File: src/rtl/casez_matcher_pkg.sv
// Shared helpers and the default 3-bit wildcard table for the casez priority matcher.
package casez_matcher_pkg;

  localparam logic [11:0] DEF_PAT_VAL  = {3'b100, 3'b010, 3'b001, 3'b000};
  localparam logic [11:0] DEF_PAT_MASK = {3'b100, 3'b110, 3'b111, 3'b111};
  localparam logic [3:0]  DEF_PAT_OUT  = 4'b0011;

  // Index width with room for the extra "no match" code NPAT.
  function automatic int idx_w(input int npat);
    return $clog2(npat + 1);
  endfunction

  // Low bit of table entry idx inside a packed table of width-bit entries.
  function automatic int pat_lo(input int idx, input int width);
    return idx * width;
  endfunction

endpackage

File: src/rtl/casez_prio_match.sv
// Combinational wildcard priority decode: lowest matching table entry wins.
// Produces the winning index (NPAT when nothing matches), a hit flag and the decoded bit.
module casez_prio_match
  import casez_matcher_pkg::*;
#(
  parameter int                     WIDTH       = 3,
  parameter int                     NPAT        = 4,
  parameter logic [NPAT*WIDTH-1:0]  PAT_VAL     = DEF_PAT_VAL,
  parameter logic [NPAT*WIDTH-1:0]  PAT_MASK    = DEF_PAT_MASK,
  parameter logic [NPAT-1:0]        PAT_OUT     = DEF_PAT_OUT,
  parameter logic                   DEFAULT_OUT = 1'b0,
  parameter int                     IDX_W       = idx_w(NPAT)
) (
  input  logic [WIDTH-1:0] state,
  output logic [IDX_W-1:0] win_idx,
  output logic             hit,
  output logic             out_bit
);

  logic [NPAT-1:0] match;

  always_comb begin
    match = '0;
    for (int i = 0; i < NPAT; i++) begin
      match[i] = ((state ^ PAT_VAL[pat_lo(i, WIDTH) +: WIDTH])
                  & PAT_MASK[pat_lo(i, WIDTH) +: WIDTH]) == '0;
    end
  end

  // Scan from the lowest priority upward so the lowest matching index overwrites last.
  always_comb begin
    win_idx = IDX_W'(NPAT);
    hit     = 1'b0;
    out_bit = DEFAULT_OUT;
    for (int i = NPAT - 1; i >= 0; i--) begin
      if (match[i]) begin
        win_idx = IDX_W'(i);
        hit     = 1'b1;
        out_bit = PAT_OUT[i];
      end
    end
  end

endmodule

File: src/rtl/casez_prio_matcher.sv
// Wildcard priority decoder with a single registered valid/ready output stage (1-cycle latency,
// in_ready = !out_valid || out_ready, no skid) and per-entry saturating hit counters.
module casez_prio_matcher
  import casez_matcher_pkg::*;
#(
  parameter int                     WIDTH       = 3,
  parameter int                     NPAT        = 4,
  parameter logic [NPAT*WIDTH-1:0]  PAT_VAL     = DEF_PAT_VAL,
  parameter logic [NPAT*WIDTH-1:0]  PAT_MASK    = DEF_PAT_MASK,
  parameter logic [NPAT-1:0]        PAT_OUT     = DEF_PAT_OUT,
  parameter logic                   DEFAULT_OUT = 1'b0,
  parameter int                     CNT_W       = 8,
  parameter int                     IDX_W       = idx_w(NPAT)
) (
  input  logic                  clk,
  input  logic                  rst,
  input  logic                  in_valid,
  input  logic [WIDTH-1:0]      in_state,
  output logic                  in_ready,
  output logic                  out_valid,
  input  logic                  out_ready,
  output logic                  data_out,
  output logic [IDX_W-1:0]      out_idx,
  output logic                  out_hit,
  input  logic                  clr_cnt,
  output logic [NPAT*CNT_W-1:0] hit_cnt
);

  logic [IDX_W-1:0] win_idx;
  logic             win_hit;
  logic             win_bit;
  logic             accept;

  casez_prio_match #(
    .WIDTH      (WIDTH),
    .NPAT       (NPAT),
    .PAT_VAL    (PAT_VAL),
    .PAT_MASK   (PAT_MASK),
    .PAT_OUT    (PAT_OUT),
    .DEFAULT_OUT(DEFAULT_OUT),
    .IDX_W      (IDX_W)
  ) u_match (
    .state  (in_state),
    .win_idx(win_idx),
    .hit    (win_hit),
    .out_bit(win_bit)
  );

  assign in_ready = !out_valid || out_ready;
  assign accept   = in_valid && in_ready;

  // Result fields only move on accept, so they hold through stalls and idle cycles.
  always_ff @(posedge clk or posedge rst) begin
    if (rst) begin
      out_valid <= 1'b0;
      data_out  <= DEFAULT_OUT;
      out_idx   <= IDX_W'(NPAT);
      out_hit   <= 1'b0;
    end else if (accept) begin
      out_valid <= 1'b1;
      data_out  <= win_bit;
      out_idx   <= win_idx;
      out_hit   <= win_hit;
    end else if (out_ready) begin
      out_valid <= 1'b0;
    end
  end

  for (genvar g = 0; g < NPAT; g++) begin : g_cnt
    logic [CNT_W-1:0] cnt;

    always_ff @(posedge clk or posedge rst) begin
      if (rst) begin
        cnt <= '0;
      end else if (clr_cnt) begin
        cnt <= '0;
      end else if (accept && win_hit && (win_idx == IDX_W'(g)) && (cnt != {CNT_W{1'b1}})) begin
        cnt <= cnt + 1'b1;
      end
    end

    assign hit_cnt[g*CNT_W +: CNT_W] = cnt;
  end

endmodule

File: config.mk
export PLATFORM = sky130hd
export DESIGN_NAME = casez_prio_matcher
export DESIGN_NICKNAME = d
export VERILOG_FILES = /design/src/rtl/casez_matcher_pkg.sv /design/src/rtl/casez_prio_match.sv /design/src/rtl/casez_prio_matcher.sv
export SDC_FILE = /design/constraint.sdc
export NUM_CORES = 1
export LEC_CHECK = 0
export CORE_MARGIN = 2
export CORE_UTILIZATION = 59
export CTS_BUF_LIST = sky130_fd_sc_hd__clkbuf_8
export CTS_CLUSTER_DIAMETER = 60
export CTS_CLUSTER_SIZE = 10
export DETAILED_ROUTE_END_ITERATION = 16
export DONT_BUFFER_PORTS = 1
export GPL_ROUTABILITY_DRIVEN = 0
export PLACE_DENSITY = 0.78
export SYNTH_ARGS = -nofsm -noshare
export SYNTH_HDL_FRONTEND = slang
export SYNTH_SLANG_ARGS = --single-unit
export TNS_END_PERCENT = 50
File: constraint.sdc
create_clock -name clk -period 1.6 [get_ports clk]
set_input_delay 0.24 -clock clk [delete_from_list [all_inputs] [get_ports clk]]
set_output_delay 0.24 -clock clk [all_outputs]
set_load 0.01 [all_outputs]
Yosys cells after proc, flatten, opt, wreduce, memory -nomap -nowiden. Cells that the tools add are included.

Flip-flop bits (word level): 38.

Add/subtract/negate cells: 4. Eq/ne operators: 7. Multiplexer cells: 20. Bitwise logic cells: 3. Reduce and logical (&&, ||, !) cells: 22.

Operator list (count): 2-to-1 mux 8 bit (8); adder 8 x 1 -> 8 bit (second input constant) (4); inequality test 8 bit (second input constant) (4); logical NOT 3 bit (5); 2-to-1 mux 3 bit (4); logical AND 1 bit (10); nonzero test 2 bit (5); 2-to-1 mux 1 bit (8); equality test 3 x 2 -> 1 bit (second input constant) (2); equality test 3 x 1 -> 1 bit (second input constant) (1); NOT 1 bit (3); logical NOT 1 bit (1); logical OR 1 bit (1).

Depth between registers and ports, before layout. Gate-level depths: netlist of run 1.

Word-level depth: 11. Depth in mapped cells: 6.

Modules after synthesis. From an unflattened synthesis of run 1, not the netlist that was laid out.

Cells, all modules: 221. Area total of the unflattened synthesis: 2068.2 um^2.

Modules (own cells, without submodules): casez_prio_matcher (instances 1, cells each 213, area each 2026.9 um^2); casez_prio_match (instances 1, cells each 8, area each 41.3 um^2).

Worst setup path before layout of run 1. Ideal clock, no wire load.

Kind: reg-to-reg. From: register g_cnt[1].cnt[4]. To: register g_cnt[1].cnt[3]. Arrival time: 1.483 ns. Required time: 1.475 ns. Setup slack: -0.008 ns. Cell stages (with the launch flop): 5. Path buffers: 0. Cells stage by stage: dfrtp_1 -> and2_1 -> and3_1 -> a311oi_1 -> mux2_2.

Word-level cells in the longest chain between the ends: 3.

Ends and longest elaborated chain: start, declared (line casez_prio_matcher.sv:70) `logic [CNT_W-1:0] cnt;`; start signal, assigned (line casez_prio_matcher.sv:78) `cnt <= cnt + 1'b1;`; inequality test 8 bit (line casez_prio_matcher.sv:77) `end else if (accept && win_hit && (win_idx == IDX_W'(g)) && (cnt != {CNT_W{1'b1}})) begin`; logical AND 1 bit (line casez_prio_matcher.sv:77); nonzero test 2 bit (no source line).

No other way between the ends. A chain may end at the register's enable or synchronous reset.

Final worst setup path of run 1.
From: register out_valid. To: register g_cnt[3].cnt[6].

Word-level cells in the longest chain between the ends: 7.

Ends and longest elaborated chain: start, declared (line casez_prio_matcher.sv:20) `output logic out_valid,`; start signal, assigned (line casez_prio_matcher.sv:55) `out_valid <= 1'b0;`; start signal, assigned (line casez_prio_matcher.sv:60) `out_valid <= 1'b1;`; start signal, assigned (line casez_prio_matcher.sv:65) `out_valid <= 1'b0;`; logical NOT 1 bit (line casez_prio_matcher.sv:49) `assign in_ready = !out_valid || out_ready;`; logical OR 1 bit (line casez_prio_matcher.sv:49); logical AND 1 bit (line casez_prio_matcher.sv:50) `assign accept = in_valid && in_ready;`; logical AND 1 bit (3 in series) (line casez_prio_matcher.sv:77); nonzero test 2 bit (no source line); end signal, assigned (line casez_prio_matcher.sv:78); end, declared (line casez_prio_matcher.sv:70).

No other way between the ends.

==> results of run 1 <==
[cells in the final DEF (no fill, tap or decap), types with 3 or more instances in the layout]
master / netlist / routed
clkbuf_8: 0 / 6
buf_4: 0 / 36
nor2_1: 10 / 9
and2_1: 3 / 3
or4_1: 8 / 7
nand3_1: 8 / 7
inv_1: 7 / 8
a21oi_1: 24 / 24
dlygate4sd3_1: 0 / 4
a211oi_1: 6 / 6
o21ai_0: 10 / 9
dfrtp_1: 37 / 37
a31oi_1: 3 / 3
nand4_1: 10 / 10
nor3_1: 3 / 3
or3_1: 5 / 5
nand2_1: 13 / 13
o31ai_1: 7 / 7
nor2b_1: 3 / 3
and3_1: 7 / 7
and4_1: 3 / 3
o41ai_1: 5 / 4
nand2b_1: 3 / 3
[area by class of cell]
class                   count  area (sq um)  share of cell area [%]
repair buffers             42           333                    13.3
multi-input cells         157          1050                    41.8
clock buffers               6          82.6                    3.29
flip-flops and latches     38           952                    38.0
clock inverters             2          8.76                   0.349
well taps                  46          57.6                    2.30
inverters                   7          26.3                    1.05
[cells in the mapped netlist, types with 2 or more instances]
| master | count |
|---|---|
| nand2b_1 | 3 |
| and2_1 | 3 |
| buf_2 | 3 |
| nand3b_1 | 2 |
| and3_1 | 7 |
| o31ai_1 | 7 |
| nand3_1 | 8 |
| clkbuf_1 | 3 |
| a311oi_1 | 2 |
| a211oi_1 | 6 |
| a31oi_1 | 3 |
| nand4_1 | 10 |
| inv_1 | 7 |
| buf_6 | 2 |
| and4_1 | 3 |
| nand2_1 | 13 |
| o41ai_1 | 5 |
| mux2_2 | 3 |
| a21oi_1 | 24 |
| nor4_1 | 2 |
| nor2_1 | 10 |
| ha_1 | 4 |
| o21ai_0 | 10 |
| or4_1 | 8 |
| dfrtp_1 | 37 |
| nor2b_1 | 3 |
| nor3_1 | 3 |
| or3_1 | 5 |
| o311ai_0 | 3 |
[power by group through the flow]
stage	Sequential [mW]	Clock [mW]	Combinational (mW)
2_1_floorplan	1.01	0	0.0797
3_3_place_gp	1.01	0	0.0986
3_5_place_dp	1.01	0	0.103
4_1_cts	0.991	0.688	0.116
5_1_grt	0.993	0.727	0.143
6_report	0.992	0.682	0.128
[flip-flops by register name, indices dropped and copies added (netlist names)]
signal,cells
g_cnt.cnt,32
out_idx,3
data_out,1
out_hit,1
out_valid,1
[layer usage]
metal / wire, um / vias up / part of all wire (%)
met5: 0 / - / 0
met4: 197 / 0 / 3.6
met3: 369 / 27 / 6.8
met2: 2710 / 97 / 50
met1: 2150 / 998 / 40
li1: - / 894 / -
[worst min path at each step]
| stage | startpoint | end | cells after the start |
|---|---|---|---|
| global route | clr_cnt | g_cnt[1].cnt[1]$_DFFE_PP0P_ | 1 |
| finish | clr_cnt | g_cnt[1].cnt[1]$_DFFE_PP0P_ | 1 |
| global placement | rst | g_cnt[1].cnt[7]$_DFFE_PP0P_ | 2 |
| detailed placement | rst | g_cnt[1].cnt[5]$_DFFE_PP0P_ | 2 |
| CTS | clr_cnt | g_cnt[0].cnt[7]$_DFFE_PP0P_ | 1 |
| floorplan | in_state[2] | out_idx[1]$_DFFE_PP0P_ | 2 |
[worst register-to-register path: stages, from the launching register on]
cell and delay [ns]:
dfrtp_1 0.42, nand2b_4 0.12, buf_6 0.14, nand4_1 0.18, or4_1 0.51, a21oi_1 0.13
[repair_timing]
| item | CTS | global route |
|---|---|---|
| hold buffers | 3 | 1 |
| pin swaps | 1 | 6 |
| setup endpoints to repair | 1 | 15 |
| setup buffers | 2 | 3 |
| resized for setup | 0 | 15 |
| hold endpoints to repair | 46 | 6 |
[through the flow]
stage               setup slack, ns  hold slack, ns  power [mW]  std cells
floorplan                    0.0256           0.400        1.09        210
global placement             0.0840           0.267        1.11        281
detailed placement        -0.000370           0.272        1.11        281
CTS                          0.0183         0.00234        1.80        294
global route                -0.0490         0.00277        1.86        298
finish                       0.0215         0.00490        1.80        298
[logic make-up (layout without fill, tap and decap cells)]
group	Yosys count	count (layout)	synth area share, %
AOI/OAI and AO/OA	63	63	19.6
and+or+nand+nor	86	86	25.0
muxes	4	4	2.16
DFF	38	38	47.0
buffers and inverters	15	57	3.71
adders and majority gates	4	4	2.47
==> summary.md, run 1 <==
| Metric | Value |
|---|---|
| Status | `completed` |
| Met3 global-route usage | `8.65%` |
| FF+latch count, synth | `38` |
| Power Dens Cells | `719 nW/um^2` |
| Final Hold Violating Endpoints | `0` |
| Vias in the first global route | `2002` |
| DIE AREA | `3920 sq um` |
| Share of the core filled with cells | `75.7%` |
| Internal | `1.37 mW` |
| IO Port Bufs | `0` |
| TritonCTS clock tree | `yes` |
| Slew margin rel. | `68.1%` |
| FF-to-FF End | `g_cnt[3].cnt[6]$_DFFE_PP0P_` |
| Routed vias/inst | `6.77` |
| Row cnt | `21` |
| Area Overhead vs Synth | `23.8%` |
| Synthesized instance count | `210` |
| First-pass GRT wire length | `8.75 mm` |
| Clock skew | `0.00425 ns` |
| Antenna viol nets, final | `0` |
| TritonCTS Buffers | `5` |
| GR Overflow Total | `0` |
| HPWL reported at the end of detailed placement | `3.57 mm` |
| WS Path Type | `reg -> reg` |
| Worst Setup End Kind | `flop` |
| Worst R2R Path Depth | `5` |
| DR WL/cell | `18.2 um` |
| Largest stage delay on the critical path | `0.51 ns` |
| RSZ-0062 raised after global routing | `true` |
| DR vias | `2016` |
| CP startpoint | `out_valid$_DFFE_PP0P_` |
| Yosys cell types | `40` |
| Critical path fanouts, max | `8` |
| Buf/Inv on CP | `1` |
| Syn Nets | `222` |
| Combinational power share | `7.1%` |
| Startpoint Class | `flop` |
| Post-synth ARST share | `100%` |
| Part of the cycle the worst path needs | `98.7%` |
| CTS clock-pin slew for the worst setup and hold paths | `0.07 ns` |
| Synthesized area per cell | `9.65 sq um` |
| Worst setup path endpoint | `g_cnt[3].cnt[6]$_DFFE_PP0P_` |
| Crit path arrival time | `1.80 ns` |
| Met1 Use GR | `32.6%` |
| Power share of the sequential group | `55.1%` |
| Worst R2R Start | `out_valid$_DFFE_PP0P_` |
| WL final | `5.43 mm` |
| Period minus WS final | `1.58 ns` |
| Worst-path cell chain | `nand2b_4 > buf_6 > nand4_1 > or4_1 > a21oi_1` |
| CP max stage cell | `or4_1` |
| Cell Area, Placed | `2290 sq um` |
| Post-synth EDFFs | `0` |
| Worst EP required | `1.82 ns` |
| Slew Limit Fails | `0` |
| Post-route cell area | `2510 sq um` |
| Fill cells | `241` |
| # DRC | `0` |
| GR Util All Layers | `28.3%` |
| Yosys top cell area share | `45.7%` |
| Clock sinks | `38` |
| Maximum clock frequency | `634 MHz` |
| Worst path depth | `5` |
| Final setup fails | `0` |
| Die width | `62.6 um` |
| Commonest register cell after synthesis | `dfrtp_1` |
| H-Tree Level Count | `2` |
| Reg2Reg Setup Slack | `0.02 ns` |
| Met2 Use GR | `47.4%` |
| Switching power | `435 uW` |
| Initial antenna violation count | `0` |
| Drt pass-1 iters | `4` |
| Ports | `47` |
| Sequential fraction of the synthesis area | `47.0%` |
| YS warnings | `0` |
| LEAKAGE | `1.05 nW` |
| Root buf cell | `clkbuf_8` |
| Inserted Diodes | `0` |
| Clock tree buffer depth | `2` |
| Sum of negative setup slack | `0 ns` |
| Max IR drop VDD | `0.526 mV` |
| Share of layout cells above drive strength 1 | `25.0%` |
| Switching share of power | `24.2%` |
| Max-cap violations | `0` |
| Final Net Count | `263` |
| Hold crit path type | `in -> reg` |
| Clock power frac | `37.9%` |
| Core box area | `3310 sq um` |
| Ranking of synthesized cells by area | `dfrtp_1 46%, a21oi_1 5.9%, nand4_1 3.1%` |
| Worst-Skew Late Latency | `0.30 ns` |
| Yosys top cell by area | `dfrtp_1` |
| Largest net degree at the start of global routing | `39` |
| Die Span Y | `62.6 um` |
| DR iter-0 viols | `214` |
| Mapped cell area | `2030 sq um` |
| Slew @ Worst Pin | `0.478 ns` |
| Initial Util | `61.2%` |
| Crit path max-delay family | `simple AND/OR/NAND/NOR gates` |
| GRT busiest layer | `met2` |
(Power assumes the default switching activity.)
==> run 2: changes to the inputs <==
Settings changed: RECOVER_POWER set to 25.
==> run 2 against run 1 <==
Compared with the run above:
- die area did not move
- worst setup slack got worse by 0.0086 ns
- critical path depth fell by 1
- register-to-register slack barely moved
- combinational power barely moved
- largest power group unchanged
- global-route usage did not move
- via count barely moved
- clock power barely moved
- power barely moved
- first-iteration DRC count fell by 0.93%
- core utilization fell by 0.076 points
- count of clock-buffer cells in the layout did not move
==> summary.md, run 2 (same netlist as run 1, synthesis figures left out) <==
| Metric | Value |
|---|---|
| Status | `completed` |
| CP max stage cell | `dfrtp_1` |
| Top flop regs | `g_cnt.cnt: 32 flops, out_idx: 3 flops` |
| DR iter-0 viols | `212 (-0.93%)` |
| Final Net Count | `263 (unchanged)` |
| RSZ-0062 raised after global routing | `true` |
| WL final | `5.43 mm (+0.17%)` |
| Buf/Inv on CP | `0 (-1)` |
| Die Span Y | `62.6 um (unchanged)` |
| Slew margin rel. | `37.4% (-31 points)` |
| Row cnt | `21 (unchanged)` |
| Crit path max-delay family | `simple AND/OR/NAND/NOR gates` |
| # DRC | `0 (unchanged)` |
| Hold slack final | `0.00382 ns (-0.00108 ns)` |
| Total power | `1.80 mW (about the same)` |
| Drt pass-1 iters | `5 (+1)` |
| Core box area | `3310 sq um (unchanged)` |
| Worst-Skew Late Latency | `0.30 ns (about the same)` |
| Vias in the first global route | `2002 (unchanged)` |
| Max reg flops | `32 (unchanged)` |
| Clock tree buffer depth | `2 (unchanged)` |
| Critical path fanouts, max | `5 (-3)` |
| WS Path Type | `reg -> reg` |
| CP startpoint | `g_cnt[0].cnt[2]$_DFFE_PP0P_` |
| Maximum clock frequency | `630 MHz (-0.54%)` |
| Inserted Diodes | `0 (unchanged)` |
| Hold crit path type | `in -> reg` |
| LEAKAGE | `1.05 nW (about the same)` |
| H-Tree Level Count | `2 (unchanged)` |
| GR Overflow Total | `0 (unchanged)` |
| DR vias | `2015 (-0.050%)` |
| Final setup fails | `0 (unchanged)` |
| Worst Setup End Kind | `flop` |
| IO Port Bufs | `0 (unchanged)` |
| Max IR drop VDD | `0.526 mV (about the same)` |
| DR WL/cell | `18.2 um (+0.17%)` |
| Largest net degree at the start of global routing | `39 (unchanged)` |
| Ports | `47 (unchanged)` |
| Worst EP required | `1.82 ns (about the same)` |
| Routed vias/inst | `6.76 (about the same)` |
| Max-cap violations | `0 (unchanged)` |
| Commonest non-fill, non-tap cell in the layout | `dfrtp_1` |
| Sum of negative setup slack | `0 ns (unchanged)` |
| Initial Util | `61.2% (unchanged)` |
| Worst-path cell chain | `nand3_1 > nor2_1 > or3b_2 > a21oi_1` |
| Worst R2R Start | `g_cnt[0].cnt[2]$_DFFE_PP0P_` |
| HPWL reported at the end of detailed placement | `3.57 mm (unchanged)` |
| Largest stage delay on the critical path | `0.48 ns (-0.03 ns)` |
| Fill cells | `242 (+0.41%)` |
| CTS clock-pin slew for the worst setup and hold paths | `0.07 ns (about the same)` |
| GR Util All Layers | `28.3% (unchanged)` |
| First-pass GRT wire length | `8.75 mm (unchanged)` |
| Part of the cycle the worst path needs | `99.2% (+0.54 points)` |
| Largest reg by FF count | `g_cnt.cnt` |
| Slew Limit Fails | `0 (unchanged)` |
| Clock sinks | `38 (unchanged)` |
| Min-delay src | `clr_cnt` |
| Share of layout cells above drive strength 1 | `25.0% (unchanged)` |
| Die width | `62.6 um (unchanged)` |
| Crit path arrival time | `1.81 ns (about the same)` |
| Slew @ Worst Pin | `0.940 ns (+0.461 ns)` |
| Initial antenna violation count | `0 (unchanged)` |
| Final Hold Violating Endpoints | `0 (unchanged)` |
| Clock skew | `0.00404 ns (-0.000214 ns)` |
| TritonCTS Buffers | `5 (unchanged)` |
| Root buf cell | `clkbuf_8` |
| DIE AREA | `3920 sq um (unchanged)` |
| Power Dens Cells | `719 nW/um^2 (about the same)` |
| Antenna viol nets, final | `0 (unchanged)` |
| TritonCTS clock tree | `yes` |
| Startpoint Class | `flop` |
| Period minus WS final | `1.59 ns (+0.00863 ns)` |
| Area Overhead vs Synth | `23.7% (about the same)` |
| Most frequent cells in the layout | `37 x dfrtp_1, 35 x buf_4, 24 x a21oi_1` |
[run 2: cell types whose count changed in the layout (fill, tap and decap cells not counted), sizes merged]
| cell | before | now |
|---|---|---|
| clkbuf | 6 | 7 |
| buf | 38 | 37 |
[run 2: metrics by stage]
step / utilization (%) / cells / area [sq um] / setup WS (ns)
3_3_place_gp: 69.1 / 281 / 2290 / 0.0840
2_1_floorplan: - / 210 / 2030 / 0.0256
3_5_place_dp: 69.1 / 281 / 2290 / -0.000370
5_1_grt: 75.7 / 298 / 2500 / -0.0490
4_1_cts: 73.2 / 294 / 2420 / 0.0183
6_report: 75.7 / 298 / 2500 / 0.0129
[run 2: path summary, 6_finish.rpt]
check / to / slack, ns / depth (start not counted)
setup / recovery: g_cnt[0].cnt[7]$_DFFE_PP0P_ / 0.01 / 4
hold / removal: g_cnt[1].cnt[1]$_DFFE_PP0P_ / 0.004 / 1
setup reg to reg: g_cnt[0].cnt[7]$_DFFE_PP0P_ / 0.01 / 4
hold reg to reg: out_idx[2]$_DFFE_PP1P_ / 0.52 / 1
max in group asynchronous: data_out$_DFFE_PP0P_ / 0.32 / 3
min in group asynchronous: g_cnt[1].cnt[5]$_DFFE_PP0P_ / 0.70 / 3
[run 2: worst register-to-register path, cell delays in order (launching register included)]
cell,delay (ns)
dfrtp_1,0.48
nand3_1,0.25
nor2_1,0.16
or3b_2,0.46
a21oi_1,0.16
[run 2: final cells by class]
class	count	area, sq um	area share (%)
clock buffers	6	82.6	3.30
clock inverters	2	8.76	0.350
inverters	7	26.3	1.05
multi-input cells	157	1050	41.8
flip-flops and latches	38	952	38.0
well taps	46	57.6	2.30
repair buffers	42	330	13.2
[run 2: per-layer routing]
layer	up-vias	routed length [um]	GRT usage [%]
met5	-	0	0
met4	0	192	15.0
met3	24	401	8.65
met2	103	2720	47.4
met1	993	2120	32.6
li1	895	-	-
[run 2: report_power, final]
group          total, mW  switching [mW]  internal [mW]
clock              0.683           0.341          0.341
combinational      0.127          0.0788         0.0481
sequential         0.992          0.0158          0.976
[run 2: timing repair]
action | in CTS | in global routing
resized for setup | 0 | 15
setup endpoints to repair | 1 | 15
pin swaps | 1 | 6
buffers inserted | 2 | 3
hold buffers | 3 | 1
cloned | 0 | 0
endpoints found under the hold margin | 46 | 6
==> run 3: changes to the inputs <==
Settings changed: PLACE_DENSITY 0.78 to 0.9.
==> run 3 against run 2 <==
Compared with the run above:
- critical endpoint is now g_cnt[3].cnt[6]$_DFFE_PP0P_
- the run now ends with negative hold slack left
- register-to-register slack better by 0.03 ns
- combinational power decreased by 11%
- via count decreased by 5.4%
- sequential power hardly changed
- sequential cell count did not move
- power down 0.98%
- largest power group unchanged
- cell area decreased by 0.60%
==> summary.md, run 3 (same netlist as run 1, synthesis figures left out) <==
| Metric | Value |
|---|---|
| Status | `finished with violations` |
| Violated checks | `negative hold slack` |
| LEAKAGE | `1.04 nW (-0.81%)` |
| Max IR drop VDD | `0.564 mV (+7.3%)` |
| Clock sinks | `38 (unchanged)` |
| # DRC | `0 (unchanged)` |
| Drt pass-1 iters | `4 (-1)` |
| IO Port Bufs | `0 (unchanged)` |
| Die Span Y | `62.6 um (unchanged)` |
| Initial Util | `61.2% (unchanged)` |
| Power Dens Cells | `716 nW/um^2 (-0.38%)` |
| Worst-Skew Late Latency | `0.29 ns (about the same)` |
| Critical path fanouts, max | `12 (+7)` |
| Cell Area, Placed | `2330 sq um (+1.6%)` |
| DR iter-0 viols | `204 (-3.8%)` |
| H-Tree Level Count | `2 (unchanged)` |
| First-pass GRT wire length | `8.81 mm (+0.71%)` |
| Largest reg by FF count | `g_cnt.cnt` |
| Worst EP required | `1.75 ns (-0.07 ns)` |
| Worst Setup End Kind | `flop` |
| WL final | `5.17 mm (-4.8%)` |
| Most frequent cells in the layout | `38 x buf_4, 37 x dfrtp_1, 23 x a21oi_1` |
| Antenna viol nets, final | `0 (unchanged)` |
| Hold buffers post-CTS | `2 (-1)` |
| Worst R2R Path Depth | `6 (+2)` |
| Row cnt | `21 (unchanged)` |
| Clock skew | `0.00320 ns (-0.000844 ns)` |
| Slew margin rel. | `67.5% (+30 points)` |
| Largest net degree at the start of global routing | `39 (unchanged)` |
| Total power | `1.78 mW (-0.98%)` |
| Routed vias/inst | `6.42 (-5.0%)` |
| Part of the cycle the worst path needs | `97.3% (-1.9 points)` |
| Vias in the first global route | `1889 (-5.6%)` |
| GR Overflow Total | `0 (unchanged)` |
| Commonest non-fill, non-tap cell in the layout | `buf_4` |
| DR vias | `1907 (-5.4%)` |
| Max reg flops | `32 (unchanged)` |
| Final setup fails | `0 (unchanged)` |
| Share of the core filled with cells | `75.2% (-0.45 points)` |
| HPWL reported at the end of detailed placement | `3.63 mm (+1.6%)` |
| Area Overhead vs Synth | `22.9%` |
| Max-cap violations | `0 (unchanged)` |
| TritonCTS Buffers | `5 (unchanged)` |
| GR Util All Layers | `28.7% (+0.36 points)` |
| DIE AREA | `3920 sq um (unchanged)` |
| Die width | `62.6 um (unchanged)` |
| Period minus WS final | `1.56 ns (-0.0307 ns)` |
| Crit path arrival time | `1.71 ns (-0.10 ns)` |
| Clock tree buffer depth | `2 (unchanged)` |
| Reg2Reg Setup Slack | `0.04 ns (+0.03 ns)` |
| Core box area | `3310 sq um (unchanged)` |
| Final Net Count | `262 (-0.38%)` |
| Final Hold Violating Endpoints | `1 (+1)` |
| Slew @ Worst Pin | `0.487 ns (-0.452 ns)` |
| TritonCTS clock tree | `yes` |
| Initial antenna violation count | `0 (unchanged)` |
| Post-route cell area | `2490 sq um (-0.60%)` |
| Placed Instances | `286 (+1.8%)` |
| CTS clock-pin slew for the worst setup and hold paths | `0.07 ns (about the same)` |
| Hold crit path type | `in -> reg` |
| Hold slack final | `-0.000536 ns (-0.00436 ns)` |
| Root buf cell | `clkbuf_8` |
| Fill cells | `237 (-2.1%)` |
| DR WL/cell | `17.4 um (-4.5%)` |
| WS Path Type | `reg -> reg` |
| Top flop regs | `g_cnt.cnt: 32 flops, out_idx: 3 flops` |
| Slew Limit Fails | `0 (unchanged)` |
| Non-filler cells, final | `297 (-0.34%)` |
| Inserted Diodes | `0 (unchanged)` |
| Startpoint Class | `flop` |
| RSZ-0062 raised after global routing | `true` |
| Maximum clock frequency | `642 MHz (+2.0%)` |
| Ports | `47 (unchanged)` |
| Share of layout cells above drive strength 1 | `25.9% (+0.90 points)` |
| Hold Path Depth | `1 (unchanged)` |
[run 3: cell types whose count changed in the layout (fill, tap and decap cells not counted), sizes merged]
| cell | before | now |
|---|---|---|
| buf | 37 | 39 |
| clkbuf | 7 | 6 |
| dlygate4sd3 | 4 | 2 |
[run 3: metrics by stage]
step	worst slack, ns	setup TNS (ns)	hold WS [ns]
after floorplan	0.0256	0	0.400
after global placement	0.0924	0	0.275
after detailed placement	0.000607	0	0.285
after CTS	0.0152	0	0.000459
after global routing	-0.0409	-0.0417	-0.0249
final	0.0435	0	-0.000536
[run 3: worst paths after layout]
check,end,start
worst max-delay path,g_cnt[3].cnt[6]$_DFFE_PP0P_,out_valid$_DFFE_PP0P_
worst min-delay path,g_cnt[2].cnt[4]$_DFFE_PP0P_,clr_cnt
worst max register to register,g_cnt[3].cnt[6]$_DFFE_PP0P_,out_valid$_DFFE_PP0P_
worst min register to register,out_idx[2]$_DFFE_PP1P_,out_idx[2]$_DFFE_PP1P_
max in group asynchronous,out_idx[2]$_DFFE_PP1P_,rst
min in group asynchronous,g_cnt[1].cnt[5]$_DFFE_PP0P_,rst
[run 3: timing repair]
item,CTS,global route
setup buffers,0,1
setup endpoints to repair,1,13
pin swaps,0,3
resized for setup,1,12
endpoints found under the hold margin,39,14
[run 3: where the power goes]
group,switching [mW],internal [mW]
clock,0.337,0.341
combinational,0.0679,0.0449
sequential,0.0164,0.976
total,0.422,1.36
[run 3: critical path, cell delays in order (launching register included)]
cell and delay, ns:
dfrtp_1 0.39, nand2b_2 0.12, buf_6 0.15, nand4_1 0.13, buf_4 0.18, o41ai_1 0.31, a21oi_1 0.13
[run 3: metal layers]
metal	wire [um]	GRT usage (%)	part of all wire (%)	vias up
met5	0	0	0	-
met4	91	11.1	1.8	0
met3	312	9.73	6.0	14
met2	2580	47.2	50	73
met1	2190	34.9	42	927
li1	-	-	-	893
[run 3: area by class of cell]
cell class | count | area (sq um) | share of cell area, %
multi-input cells | 157 | 1050 | 42.0
well taps | 46 | 57.6 | 2.31
repair buffers | 41 | 317 | 12.7
flip-flops and latches | 38 | 952 | 38.2
clock buffers | 6 | 82.6 | 3.32
inverters | 7 | 26.3 | 1.06
clock inverters | 2 | 8.76 | 0.352
